[src/rtl/agp32_mem_bridge.sv]
// Memory-side bridge for the agp32 core: serialises fetch/read/write/interrupt
// commands onto a single-port word-addressed memory with req/gnt/rvalid.
module agp32_mem_bridge #(
    parameter int ADDR_W      = 16,
    parameter int INIT_CYCLES = 8
) (
    input  logic              clk,
    input  logic              rst_n,
    input  logic [2:0]        command,
    input  logic [31:0]       pc,
    input  logic [31:0]       data_addr,
    input  logic [31:0]       data_wdata,
    input  logic [3:0]        data_wstrb,
    output logic              ready,
    output logic [31:0]       inst_rdata,
    output logic [31:0]       data_rdata,
    output logic              mem_start_ready,
    output logic [1:0]        error,
    output logic              mem_req,
    output logic              mem_we,
    output logic [ADDR_W-1:0] mem_addr,
    output logic [31:0]       mem_wdata,
    output logic [3:0]        mem_wstrb,
    input  logic              mem_gnt,
    input  logic              mem_rvalid,
    input  logic [31:0]       mem_rdata
);

    // state    | meaning
    // S_INIT   | power-up delay, commands ignored
    // S_IDLE   | ready, waiting for a command
    // S_DECODE | checking the latched command
    // S_ISSUE  | mem_req held until mem_gnt
    // S_WAIT_R | read granted, waiting for mem_rvalid
    // S_DONE   | one busy cycle before returning to idle
    // S_ERR    | error latched, frozen until reset
    typedef enum logic [2:0] {
        S_INIT, S_IDLE, S_DECODE, S_ISSUE, S_WAIT_R, S_DONE, S_ERR
    } state_t;

    localparam int               CNT_W    = $clog2(INIT_CYCLES + 1);
    localparam logic [CNT_W-1:0] CNT_LOAD = CNT_W'(INIT_CYCLES - 1);

    state_t            state, state_d;
    logic [CNT_W-1:0]  init_cnt, init_cnt_d;
    logic [2:0]        cmd_q, cmd_d;
    logic [29:0]       pc_q, pc_d;
    logic [31:0]       addr_q, addr_d;
    logic [31:0]       wdata_q, wdata_d;
    logic [3:0]        wstrb_q, wstrb_d;
    logic              ready_d, msr_d, mem_req_d, mem_we_d;
    logic [1:0]        error_d;
    logic [ADDR_W-1:0] mem_addr_d;
    logic [31:0]       mem_wdata_d, inst_d, data_d;
    logic [3:0]        mem_wstrb_d;
    logic [29:0]       tgt_word;
    logic              out_of_range, misaligned;

    assign tgt_word     = (cmd_q == 3'd1) ? pc_q : addr_q[31:2];
    assign out_of_range = (tgt_word[29:ADDR_W] != '0);
    assign misaligned   = (cmd_q == 3'd3) && (wstrb_q == 4'hF) && (addr_q[1:0] != 2'b00);

    always_comb begin
        state_d     = state;
        init_cnt_d  = init_cnt;
        cmd_d       = cmd_q;
        pc_d        = pc_q;
        addr_d      = addr_q;
        wdata_d     = wdata_q;
        wstrb_d     = wstrb_q;
        msr_d       = mem_start_ready;
        error_d     = error;
        mem_req_d   = mem_req;
        mem_we_d    = mem_we;
        mem_addr_d  = mem_addr;
        mem_wdata_d = mem_wdata;
        mem_wstrb_d = mem_wstrb;
        inst_d      = inst_rdata;
        data_d      = data_rdata;
        case (state)
            S_INIT: begin
                if (init_cnt == '0) begin
                    state_d = S_IDLE;
                    msr_d   = 1'b1;
                end else begin
                    init_cnt_d = init_cnt - 1'b1;
                end
            end
            S_IDLE: begin
                if (command != 3'd0) begin
                    state_d = S_DECODE;
                    cmd_d   = command;
                    pc_d    = pc[31:2];
                    addr_d  = data_addr;
                    wdata_d = data_wdata;
                    wstrb_d = data_wstrb;
                end
            end
            S_DECODE: begin
                // Interrupts carry no address, so they bypass the range check.
                if (cmd_q >= 3'd5) begin
                    error_d = 2'd3;
                    state_d = S_ERR;
                end else if (cmd_q == 3'd4) begin
                    state_d = S_DONE;
                end else if (out_of_range) begin
                    error_d = 2'd1;
                    state_d = S_ERR;
                end else if (misaligned) begin
                    error_d = 2'd2;
                    state_d = S_ERR;
                end else begin
                    state_d     = S_ISSUE;
                    mem_req_d   = 1'b1;
                    mem_we_d    = (cmd_q == 3'd3);
                    mem_addr_d  = tgt_word[ADDR_W-1:0];
                    mem_wdata_d = wdata_q;
                    mem_wstrb_d = wstrb_q;
                end
            end
            S_ISSUE: begin
                if (mem_gnt) begin
                    mem_req_d = 1'b0;
                    mem_we_d  = 1'b0;
                    state_d   = (cmd_q == 3'd3) ? S_DONE : S_WAIT_R;
                end
            end
            S_WAIT_R: begin
                if (mem_rvalid) begin
                    if (cmd_q == 3'd1) inst_d = mem_rdata;
                    else               data_d = mem_rdata;
                    state_d = S_DONE;
                end
            end
            S_DONE:  state_d = S_IDLE;
            S_ERR:   state_d = S_ERR;
            default: state_d = S_INIT;
        endcase
        ready_d = (state_d == S_IDLE);
    end

    always_ff @(posedge clk or negedge rst_n) begin
        if (!rst_n) begin
            state           <= S_INIT;
            init_cnt        <= CNT_LOAD;
            cmd_q           <= 3'd0;
            pc_q            <= '0;
            addr_q          <= '0;
            wdata_q         <= '0;
            wstrb_q         <= '0;
            ready           <= 1'b0;
            mem_start_ready <= 1'b0;
            error           <= 2'd0;
            mem_req         <= 1'b0;
            mem_we          <= 1'b0;
            mem_addr        <= '0;
            mem_wdata       <= '0;
            mem_wstrb       <= '0;
            inst_rdata      <= 32'd63;
            data_rdata      <= '0;
        end else begin
            state           <= state_d;
            init_cnt        <= init_cnt_d;
            cmd_q           <= cmd_d;
            pc_q            <= pc_d;
            addr_q          <= addr_d;
            wdata_q         <= wdata_d;
            wstrb_q         <= wstrb_d;
            ready           <= ready_d;
            mem_start_ready <= msr_d;
            error           <= error_d;
            mem_req         <= mem_req_d;
            mem_we          <= mem_we_d;
            mem_addr        <= mem_addr_d;
            mem_wdata       <= mem_wdata_d;
            mem_wstrb       <= mem_wstrb_d;
            inst_rdata      <= inst_d;
            data_rdata      <= data_d;
        end
    end

endmodule

[config.mk]
export PLATFORM = sky130hd
export DESIGN_NAME = agp32_mem_bridge
export DESIGN_NICKNAME = d
export VERILOG_FILES = /design/src/rtl/agp32_mem_bridge.sv
export SDC_FILE = /design/constraint.sdc
export NUM_CORES = 1
export LEC_CHECK = 0
export ABC_AREA = 1
export BUFFER_PORTS_ARGS = -buffer_cell sky130_fd_sc_hd__buf_4
export CORE_ASPECT_RATIO = 0.7
export CORE_UTILIZATION = 52
export DETAILED_ROUTE_END_ITERATION = 12
export PLACE_DENSITY = 0.85
export SYNTH_ARGS = -nofsm -noshare
export SYNTH_HDL_FRONTEND = slang
export SYNTH_SLANG_ARGS = --single-unit
[constraint.sdc]
create_clock -name clk -period 1.9 [get_ports clk]
set_clock_uncertainty 0.1 [all_clocks]
set_input_delay 0.57 -clock clk [delete_from_list [all_inputs] [get_ports clk]]
set_output_delay 0.57 -clock clk [all_outputs]
set_load 0.02 [all_outputs]
==> results of run 1 <==
## report_power, final
part / internal (W) / switching (W)
Combinational: 0.00232 / 0.00362
Sequential: 0.00667 / 0.000951
Clock: 0.00219 / 0.00175
Total: 0.0112 / 0.00632
## placed cells by master (no fill, tap or decap), types with 4 or more instances in the layout
| cell type | n |
|---|---|
| buf_12 | 11 |
| buf_4 | 285 |
| clkbuf_1 | 6 |
| clkbuf_16 | 21 |
| clkbuf_8 | 4 |
| dfrtp_1 | 221 |
| dfstp_2 | 9 |
| inv_1 | 64 |
| nand2_1 | 535 |
| nand2_2 | 11 |
| nand3_1 | 9 |
| nor2_1 | 23 |
| nor2_2 | 6 |
| nor3_1 | 9 |
| o21ai_0 | 98 |
## worst register-to-register path, cell delays in order, from the launching register on
cell and delay (ns):
dfrtp_1 0.39, nor2_2 0.13, nand2_1 0.08, nor2_2 0.12, nand3_2 0.09, buf_4 0.15
buf_4 0.12, buf_4 0.12, buf_4 0.12, nand3_1 0.09, nand3_2 0.10, nand2_1 0.07
nand2_1 0.04
## cell families after synthesis
logic type	count (synthesis)	synth area share [%]
AOI/OAI and AO/OA	101	5.550
adders and majority gates	1	0.1373
and+or+nand+nor	604	25.55
buffers and inverters	114	5.261
DFF	230	63.31
xor gates and xnor gates	2	0.1923
## metrics by stage
| stage | power (W) | setup slack, ns |
|---|---|---|
| 2_1_floorplan | 0.01106 | 0.1999 |
| 3_3_place_gp | 0.01324 | -0.1095 |
| 3_5_place_dp | 0.01352 | -0.1656 |
| 4_1_cts | 0.01756 | 0.004248 |
| 5_1_grt | 0.01874 | -0.05531 |
| 6_report | 0.01751 | 0.05455 |
## Yosys cell counts
library cell  count  share of area [%]
dfrtp_1         221                 61
nand2_2           1              0.069
nor4_1            1              0.069
buf_6             5               0.62
buf_1             6               0.25
inv_2             2              0.082
buf_2            11               0.60
ha_1              1               0.14
nor2_1           30                1.2
nor3_1            9               0.49
nand3_1          11               0.60
or2_0             1              0.069
nand3_2           2               0.22
nor2_4            1               0.12
dfstp_2           9                2.6
clkbuf_1         25                1.0
nand4_1           3               0.21
a21oi_1           2               0.11
xor2_1            2               0.19
o21ai_0          99                5.4
inv_1            65                2.7
nand2_1         545                 22
## metal layers
| layer | vias to the layer above | track usage, % | part of all wire [%] |
|---|---|---|---|
| li1 | 3769 | - | - |
| met1 | 3627 | 34.68 | 43 |
| met2 | 288 | 42.29 | 47 |
| met3 | 38 | 6.598 | 7.6 |
| met4 | 0 | 7.429 | 2.8 |
| met5 | - | 0 | 0 |
## state kept, by name (all words and copies together) (netlist names)
| name | count |
|---|---|
| mem_wstrb | 4 |
| inst_rdata | 32 |
| state | 3 |
| mem_req | 1 |
| mem_wdata | 32 |
| mem_start_ready | 1 |
| addr_q | 32 |
| cmd_q | 3 |
| wstrb_q | 4 |
| wdata_q | 32 |
| ready | 1 |
| mem_addr | 16 |
| mem_we | 1 |
| error | 2 |
| init_cnt | 4 |
| data_rdata | 32 |
| pc_q | 30 |
## cell type report
cell class                 instances  area, um^2  share of cell area (%)
multi-input combinational        708        2928                   23.85
tap                              231       289.0                   2.355
sequential                       230        5767                   46.98
inverter                          67       254.0                   2.069
timing repair buffer             300        2411                   19.64
clock inverter                     4       23.77                  0.1937
clock buffer                      31       603.1                   4.913
## repair_timing
action | 4_1_cts | 5_1_grt
endpoints found under the hold margin | 40 | 0
buffers inserted | 7 | 3
pin swaps | 5 | 4
endpoints found under the setup margin | 43 | 187
gates resized for setup | 7 | 15
hold buffers | 1 | 0
## how the worst min path moves through the flow
stage | end | slack (ns) | cells after the start | from
3_3_place_gp | mem_start_ready | 0.35 | 2 | mem_start_ready
3_5_place_dp | mem_start_ready | 0.35 | 2 | mem_start_ready
5_1_grt | pc_q[26] | 0.15 | 3 | pc[28]
4_1_cts | addr_q[29] | 0.15 | 3 | data_addr[29]
6_report | pc_q[26] | 0.17 | 3 | pc[28]
2_1_floorplan | addr_q[0] | 0.17 | 0 | rst_n
==> run_results.csv, run 1 <==
group,metric,value,unit
detailed_routing,drt_wl_total,22.78,mm
cells_and_area,drive_gt1_share,27.09,%
clock_tree,clock_latency,0.50,ns
clock_tree,cts_tree,"built",
critical_path,path_class,"reg2out",
critical_path,reg2reg_slack,0.07,ns
sta,rsz0062_at_grt,"true",
clock_tree,cts-root-buf,"clkbuf_16",
yosys,ys_ff_latch,230,
global_routing,grt_max_degree,66,
run_status,status,"finished, final reports clean",
global_routing,antenna_found_initial,0,
critical_path,path_depth,1,
critical_path,reg2reg_from,"addr_q[23]",
sta,setup_viol,0,
placement,gp_congestion,0.8538,
placement,hpwl,15.86,mm
floorplanning,io_pins,261,
floorplanning,die_area,0.01806,mm^2
detailed_routing,wl_per_cell,14.50,um
yosys,postSynthCellCount,1052,
detailed_routing,detail-route-antenna-nets,0,
yosys,avgSynthCellArea,8.658,um^2
sta,drv_slew,0,
sta,worst_pin_slew,0.4411,ns
cells_and_area,diodes,0,
placement,placed_area,0.01150,mm^2
sta,max_freq,541.9,MHz
floorplanning,die_w,160.2,um
floorplanning,core,0.01717,mm^2
global_routing,grt_remaining_overflow,0,
critical_path,slowest_stage,"dfstp_2",
cells_and_area,stdcell_count,1571,
min_path,hp-class,"in2reg",
floorplanning,die_h,112.7,um
power,leakagePower,6.816,nW
cells_and_area,final_util,71.51,%
detailed_routing,drt_drc_violations_left,0,
detailed_routing,drtIter0Drc,644,
yosys,synth_nets,1192,
cells_and_area,synthToLayoutAreaGrowth,34.77,%
yosys,synth_cell_types,22,
cells_and_area,fill_cells,1313,
floorplanning,initial_core_util,53.06,%
clock_tree,cts_max_level,1,
critical_path,slowest_delay,0.54,ns
sta,relSlewSlack,70.60,%
placement,port_buffers,258,
global_routing,grt_pass1_vias,7721,
critical_path,critPathBufInv,1,
sta,setup-tns-final,0,ns
detailed_routing,num_vias,7722,
clock_tree,numCtsBuffers,21,
sta,whs,0.1688,ns
clock_tree,cts.sinks,230,
detailed_routing,via_per_inst,4.915,
critical_path,arrival,1.18,ns
critical_path,worst_r2r_endpoint,"mem_req",
critical_path,startpoint,"inst_rdata[2]",
placement,place_inst,1525,
global_routing,grt_use_total,25.91,%
cells_and_area,nets,1468,
yosys,yosysWarnings,0,
critical_path,worst-path-max-fanout,2,
clock_tree,clk_pin_slew,0.06,ns
sta,final_hold_viol_count,0,
critical_path,end_kind,"primary output",
power,power.density,1426,mW/mm^2
yosys,syn_area,0.009109,mm^2
detailed_routing,firstDrtPassIters,5,
critical_path,path_delay_family,"flip-flops",
global_routing,grt_pass1_wl,37.44,mm
critical_path,start_kind,"register",
sta,min_period_over_period,97.13,%
critical_path,r2r_cells,12,
yosys,synth-seq-area-share,63.31,%
cells_and_area,final_cell_area,0.01228,mm^2
power,peakVddDrop,905.1,uV
floorplanning,core.rowCount,40,
sta,fin_crit,1.845,ns
clock_tree,clockBufferDepth,3,
critical_path,cp-endpoint,"inst_rdata[2]",
critical_path,cp_cell_sequence,"buf_4",
run,cap_violations,0,
critical_path,critical_path_required,1.23,ns
(Power assumes the default switching activity.)
==> run 2: changes to the inputs <==
==> constraint.sdc (replaced) <==
create_clock -name clk -period 1.9 [get_ports clk]
set_clock_uncertainty 0.1 [all_clocks]
set_input_delay 0.095 -clock clk [delete_from_list [all_inputs] [get_ports clk]]
set_output_delay 0.095 -clock clk [all_outputs]
set_load 0.02 [all_outputs]
==> run_results.csv, run 2 (synthesized netlist as in run 1, its figures left out) <==
group,metric,value,unit
power,power.net_switching,0.007043,W
sta,worst_pin_slew,0.5747,ns
cells_and_area,multi_input_area,0.002975,mm^2
power,p_int,0.01201,W
power,swShare,36.96,%
placement,port_buffers,258,
sta,fin_crit,1.993,ns
critical_path,worst-path-max-fanout,18,
clock_tree,cts-root-buf,"clkbuf_16",
power,peakVddDrop,1005,uV
sta,whs,0.06967,ns
critical_path,reg2reg_from,"addr_q[20]",
sta,finalWorstSetupSlack,-0.09265,ns
run_status,violations,"setup timing",
floorplanning,core.rowCount,40,
sta,min_period_over_period,104.9,%
clock_tree,cts.sinks,230,
placement,hpwl,15.57,mm
detailed_routing,drt_drc_violations_left,0,
sta,drv_slew,0,
run_status,status,"complete, but fails checks",
clock_tree,numCtsBuffers,22,
critical_path,arrival,2.26,ns
critical_path,cp_cell_sequence,"nor2_2, nand2_1, nor2_2, nand3_2, nand2_4, nand3_4, nor2_4, inv_6, buf_12, nand2_1, nand2_2",
clock_tree,cts_tree,"built",
critical_path,slowest_stage,"dfrtp_1",
sta,rsz0062_at_grt,"true",
min_path,hp-class,"in2async",
global_routing,antenna_found_initial,1,
floorplanning,io_pins,261,
power,power_frac_seq,40.8,%
cells_and_area,synthToLayoutAreaGrowth,53.27,%
floorplanning,die_area,0.01806,mm^2
power,power.density,1365,mW/mm^2
sta,final_hold_viol_count,0,
sta,setup_viol,33,
cells_and_area,fill_cells,972,
critical_path,start_kind,"register",
cells_and_area,ff_latch_area,0.005767,mm^2
cells_and_area,drive_gt1_share,25.61,%
detailed_routing,drt_wl_total,29.31,mm
critical_path,path_class,"reg2reg",
power,clkPwrFrac,24.1,%
detailed_routing,via_per_inst,5.187,
critical_path,end_kind,"register",
detailed_routing,drtIter0Drc,944,
floorplanning,core,0.01717,mm^2
run,cap_violations,0,
placement,place_inst,1515,
power,combPwrFrac,35.1,%
cells_and_area,mostFrequentLayoutCells,"nand2_1 (524), buf_4 (268), dfrtp_1 (221), dlygate4sd3_1 (135), o21ai_0 (99)",
cells_and_area,final_util,81.33,%
global_routing,grt_use_total,30.63,%
detailed_routing,firstDrtPassIters,6,
critical_path,worst_r2r_endpoint,"mem_wdata[1]",
clock_tree,cts_max_level,1,
critical_path,reg2reg_slack,-0.09,ns
global_routing,grt_remaining_overflow,0,
placement,gp_congestion,0.8647,
cells_and_area,stdcell_count,1709,
critical_path,r2r_cells,11,
floorplanning,initial_core_util,53.06,%
power,leakagePower,7.519,nW
floorplanning,die_h,112.7,um
detailed_routing,detail-route-antenna-nets,0,
clock_tree,clock_latency,0.50,ns
critical_path,critical_path_required,2.17,ns
detailed_routing,wl_per_cell,17.15,um
global_routing,grt_max_degree,67,
cells_and_area,final_common_cell,"nand2_1",
clock_tree,clockBufferDepth,3,
detailed_routing,num_vias,8864,
sta,max_freq,501.8,MHz
cells_and_area,nets,1600,
critical_path,slowest_delay,0.42,ns
global_routing,grt_pass1_wl,43.94,mm
global_routing,grt_pass1_vias,8688,
clock_tree,clk_pin_slew,0.07,ns
floorplanning,die_w,160.2,um
sta,relSlewSlack,61.69,%
run 2: cell count changes in the layout (fill, tap and decap cells not counted), sizes merged:
cell | before | now
clkinvlp | 0 | 1
buf | 299 | 289
clkbuf | 31 | 36
dlygate4sd3 | 1 | 135
diode | 0 | 2
bufinv | 0 | 3
clkinv | 3 | 7
inv | 68 | 67
run 2: how the worst max path moves through the flow:
stage | from | end | slack [ns] | cells past startpoint
4_1_cts | cmd_q[2] | mem_wdata[7] | 0.003 | 11
6_report | addr_q[20] | mem_wdata[1] | -0.09 | 11
3_3_place_gp | pc_q[18] | mem_addr[13] | 0.05 | 11
5_1_grt | addr_q[22] | mem_wdata[1] | -0.17 | 11
3_5_place_dp | pc_q[20] | mem_wdata[15] | -0.02 | 11
2_1_floorplan | cmd_q[2] | mem_addr[10] | 0.20 | 11
run 2: power by group through the flow:
stage / Sequential (W) / Combinational [W] / Clock [W]
floorplan: 0.00826 / 0.00280 / 0
global placement: 0.00760 / 0.00566 / 0
detailed placement: 0.00767 / 0.00588 / 0
CTS: 0.00763 / 0.00614 / 0.00459
global route: 0.00793 / 0.00733 / 0.00485
finish: 0.00777 / 0.00669 / 0.00459
run 2: final cells by class:
class / instances / area share (%)
antenna: 2 / 0.03585
clock buffer: 29 / 4.427
clock inverter: 11 / 0.9500
inverter: 67 / 1.837
multi-input combinational: 708 / 21.31
sequential: 230 / 41.31
tap: 231 / 2.070
timing repair buffer: 431 / 28.06
run 2: critical path: cells and delay by family, from the launching register on:
| kind | cells | cell delay, ns |
|---|---|---|
| AND/OR/NAND/NOR | 9 | 1.06 |
| flip-flops | 1 | 0.42 |
| buffers and inverters | 2 | 0.26 |
run 2: metrics by stage:
step | setup TNS [ns] | power [W] | setup WS, ns | instance area [um^2]
floorplan | 0 | 0.01106 | 0.1999 | 9109
global placement | 0 | 0.01326 | 0.04745 | 11460
detailed placement | -0.09877 | 0.01355 | -0.01876 | 11460
CTS | 0 | 0.01836 | 0.002639 | 13570
global route | -6.016 | 0.02011 | -0.1715 | 13960
finish | -0.8743 | 0.01906 | -0.09265 | 13960
run 2: repair_timing:
| item | 4_1_cts | 5_1_grt |
|---|---|---|
| endpoints found under the hold margin | 391 | 0 |
| cloned | 0 | 9 |
| setup endpoints to repair | 45 | 63 |
| hold buffers | 135 | 0 |
| buffers inserted | 0 | 8 |
| gates resized for setup | 2 | 39 |
| pin swaps | 0 | 13 |
run 2: routing by layer:
| metal | global-route usage (%) | wire length, um | vias up |
|---|---|---|---|
| li1 | - | - | 4044 |
| met1 | 39.67 | 11440 | 4241 |
| met2 | 52.29 | 14460 | 491 |
| met3 | 5.682 | 2428 | 88 |
| met4 | 10.73 | 988 | 0 |
| met5 | 0 | 0 | - |
==> run 3: changes to the inputs <==
MAX_ROUTING_LAYER = met4   (was not set)
==> run_results.csv, run 3 (synthesized netlist as in run 1, its figures left out) <==
group,metric,value,unit
power,power.net_switching,0.007007,W
min_path,hp-class,"in2async",
clock_tree,cts.sinks,230,
critical_path,reg2reg_from,"addr_q[22]",
detailed_routing,drt_wl_total,29.08,mm
critical_path,slowest_delay,0.40,ns
critical_path,slowest_stage,"dfrtp_1",
critical_path,reg2reg_slack,-0.09,ns
detailed_routing,firstDrtPassIters,7,
detailed_routing,wl_per_cell,17.02,um
cells_and_area,mostFrequentLayoutCells,"nand2_1 (526), buf_4 (269), dfrtp_1 (221), dlygate4sd3_1 (135), o21ai_0 (99)",
sta,worst_pin_slew,0.5733,ns
detailed_routing,drtIter0Drc,931,
global_routing,grt_pass1_wl,43.83,mm
sta,relSlewSlack,61.78,%
critical_path,path_class,"reg2reg",
floorplanning,initial_core_util,53.06,%
sta,fin_crit,1.991,ns
critical_path,critical_path_required,2.22,ns
power,combPwrFrac,35.1,%
power,leakagePower,7.508,nW
detailed_routing,drt_drc_violations_left,0,
critical_path,cp_common_cell,"nand2_1",
floorplanning,core.rowCount,40,
global_routing,grt_pass1_vias,8704,
clock_tree,clock_latency,0.50,ns
run_status,violations,"setup timing",
clock_tree,clk_pin_slew,0.07,ns
placement,hpwl,15.57,mm
cells_and_area,drive_gt1_share,25.47,%
sta,whs,0.06753,ns
critical_path,end_kind,"register",
placement,gp_congestion,0.8787,
critical_path,arrival,2.31,ns
detailed_routing,num_vias,8943,
power,peakVddDrop,1005,uV
run_status,status,"complete, but fails checks",
cells_and_area,synthToLayoutAreaGrowth,53.12,%
sta,final_hold_viol_count,0,
clock_tree,clockBufferDepth,3,
clock_tree,numCtsBuffers,22,
critical_path,worst-path-max-fanout,6,
floorplanning,die_area,0.01806,mm^2
power,power.density,1364,mW/mm^2
power,swShare,36.84,%
floorplanning,die_h,112.7,um
detailed_routing,via_per_inst,5.233,
placement,port_buffers,258,
floorplanning,die_w,160.2,um
global_routing,grt_max_degree,67,
critical_path,r2r_cells,11,
sta,setup_viol,48,
critical_path,start_kind,"register",
cells_and_area,fill_cells,970,
cells_and_area,ff_latch_area,0.005767,mm^2
global_routing,grt_remaining_overflow,0,
run,cap_violations,0,
cells_and_area,nets,1600,
sta,finalWorstSetupSlack,-0.09121,ns
critical_path,critPathBufInv,2,
clock_tree,cts_tree,"built",
global_routing,grt_use_total,31.53,%
global_routing,antenna_found_initial,1,
power,power_frac_seq,40.8,%
power,p_int,0.01201,W
power,clkPwrFrac,24.1,%
sta,min_period_over_period,104.8,%
sta,drv_slew,0,
cells_and_area,final_util,81.25,%
cells_and_area,final_common_cell,"nand2_1",
cells_and_area,multi_input_area,0.002965,mm^2
sta,rsz0062_at_grt,"true",
detailed_routing,detail-route-antenna-nets,0,
floorplanning,io_pins,261,
sta,max_freq,502.2,MHz
critical_path,path_delay_family,"simple AND/OR/NAND/NOR gates",
floorplanning,core,0.01717,mm^2
clock_tree,cts-root-buf,"clkbuf_16",
critical_path,cp_cell_sequence,"nor2_1, nand2_1, nor2_2, nand3_2, nand2_4, nand3_4, nor2_4, buf_6, buf_12, nand2_1, nand2_1",
critical_path,worst_r2r_endpoint,"mem_wdata[1]",
clock_tree,cts_max_level,1,
==> run 3: changes by cell type in the layout (fill, tap and decap cells not counted) <==
cell and delta:
nand2_1 +2, buf_4 +1, buf_6 -1, nand2_4 -1
nand2_2 -1
==> run 3: worst max path at each step <==
stage / startpoint / endpoint / slack, ns / depth (start not counted)
floorplan: cmd_q[2] / mem_addr[10] / 0.20 / 11
global placement: pc_q[18] / mem_addr[13] / 0.05 / 11
detailed placement: pc_q[20] / mem_wdata[15] / -0.02 / 11
CTS: cmd_q[2] / mem_wdata[7] / 0.003 / 11
global route: addr_q[22] / mem_wdata[1] / -0.15 / 11
finish: addr_q[22] / mem_wdata[1] / -0.09 / 11
==> run 3: cell type report <==
| cell class | instances | area share, % |
|---|---|---|
| clock inverter | 11 | 0.9509 |
| timing repair buffer | 431 | 28.06 |
| clock buffer | 29 | 4.432 |
| sequential | 230 | 41.35 |
| tap | 231 | 2.072 |
| antenna | 2 | 0.03588 |
| inverter | 67 | 1.839 |
| multi-input combinational | 708 | 21.26 |
==> run 3: power groups by stage <==
| stage | Combinational, W | Clock (W) | Sequential, W |
|---|---|---|---|
| after floorplan | 0.00280 | 0 | 0.00826 |
| after global placement | 0.00566 | 0 | 0.00760 |
| after detailed placement | 0.00588 | 0 | 0.00767 |
| after CTS | 0.00614 | 0.00459 | 0.00763 |
| after global routing | 0.00731 | 0.00485 | 0.00792 |
| final | 0.00667 | 0.00458 | 0.00776 |
==> run 3: what timing repair did <==
action                                 in CTS  in global routing
cloned                                      0                  9
resized for setup                           2                 35
hold buffers                              135                  0
pin swaps                                   0                 14
setup buffers                               0                  8
setup endpoints to repair                  45                 63
endpoints found under the hold margin     391                  0
==> run 3: metal layers <==
layer | track usage, % | vias to the layer above | share of wire, %
met3 | 5.022 | 98 | 7.4
met2 | 52.17 | 493 | 50
met1 | 40.03 | 4302 | 39
met5 | - | - | 0
li1 | - | 4050 | -
met4 | 10.73 | 0 | 3.5
==> run 3: per-stage QoR <==
stage	std cells	power [W]	setup TNS, ns	setup slack (ns)	cell area [um^2]
floorplan	1052	0.01106	0	0.1999	9109
global placement	1515	0.01326	0	0.04745	11460
detailed placement	1515	0.01355	-0.09877	-0.01876	11460
CTS	1690	0.01836	0	0.002639	13570
global route	1708	0.02008	-5.981	-0.1495	13940
finish	1709	0.01902	-1.569	-0.09121	13950
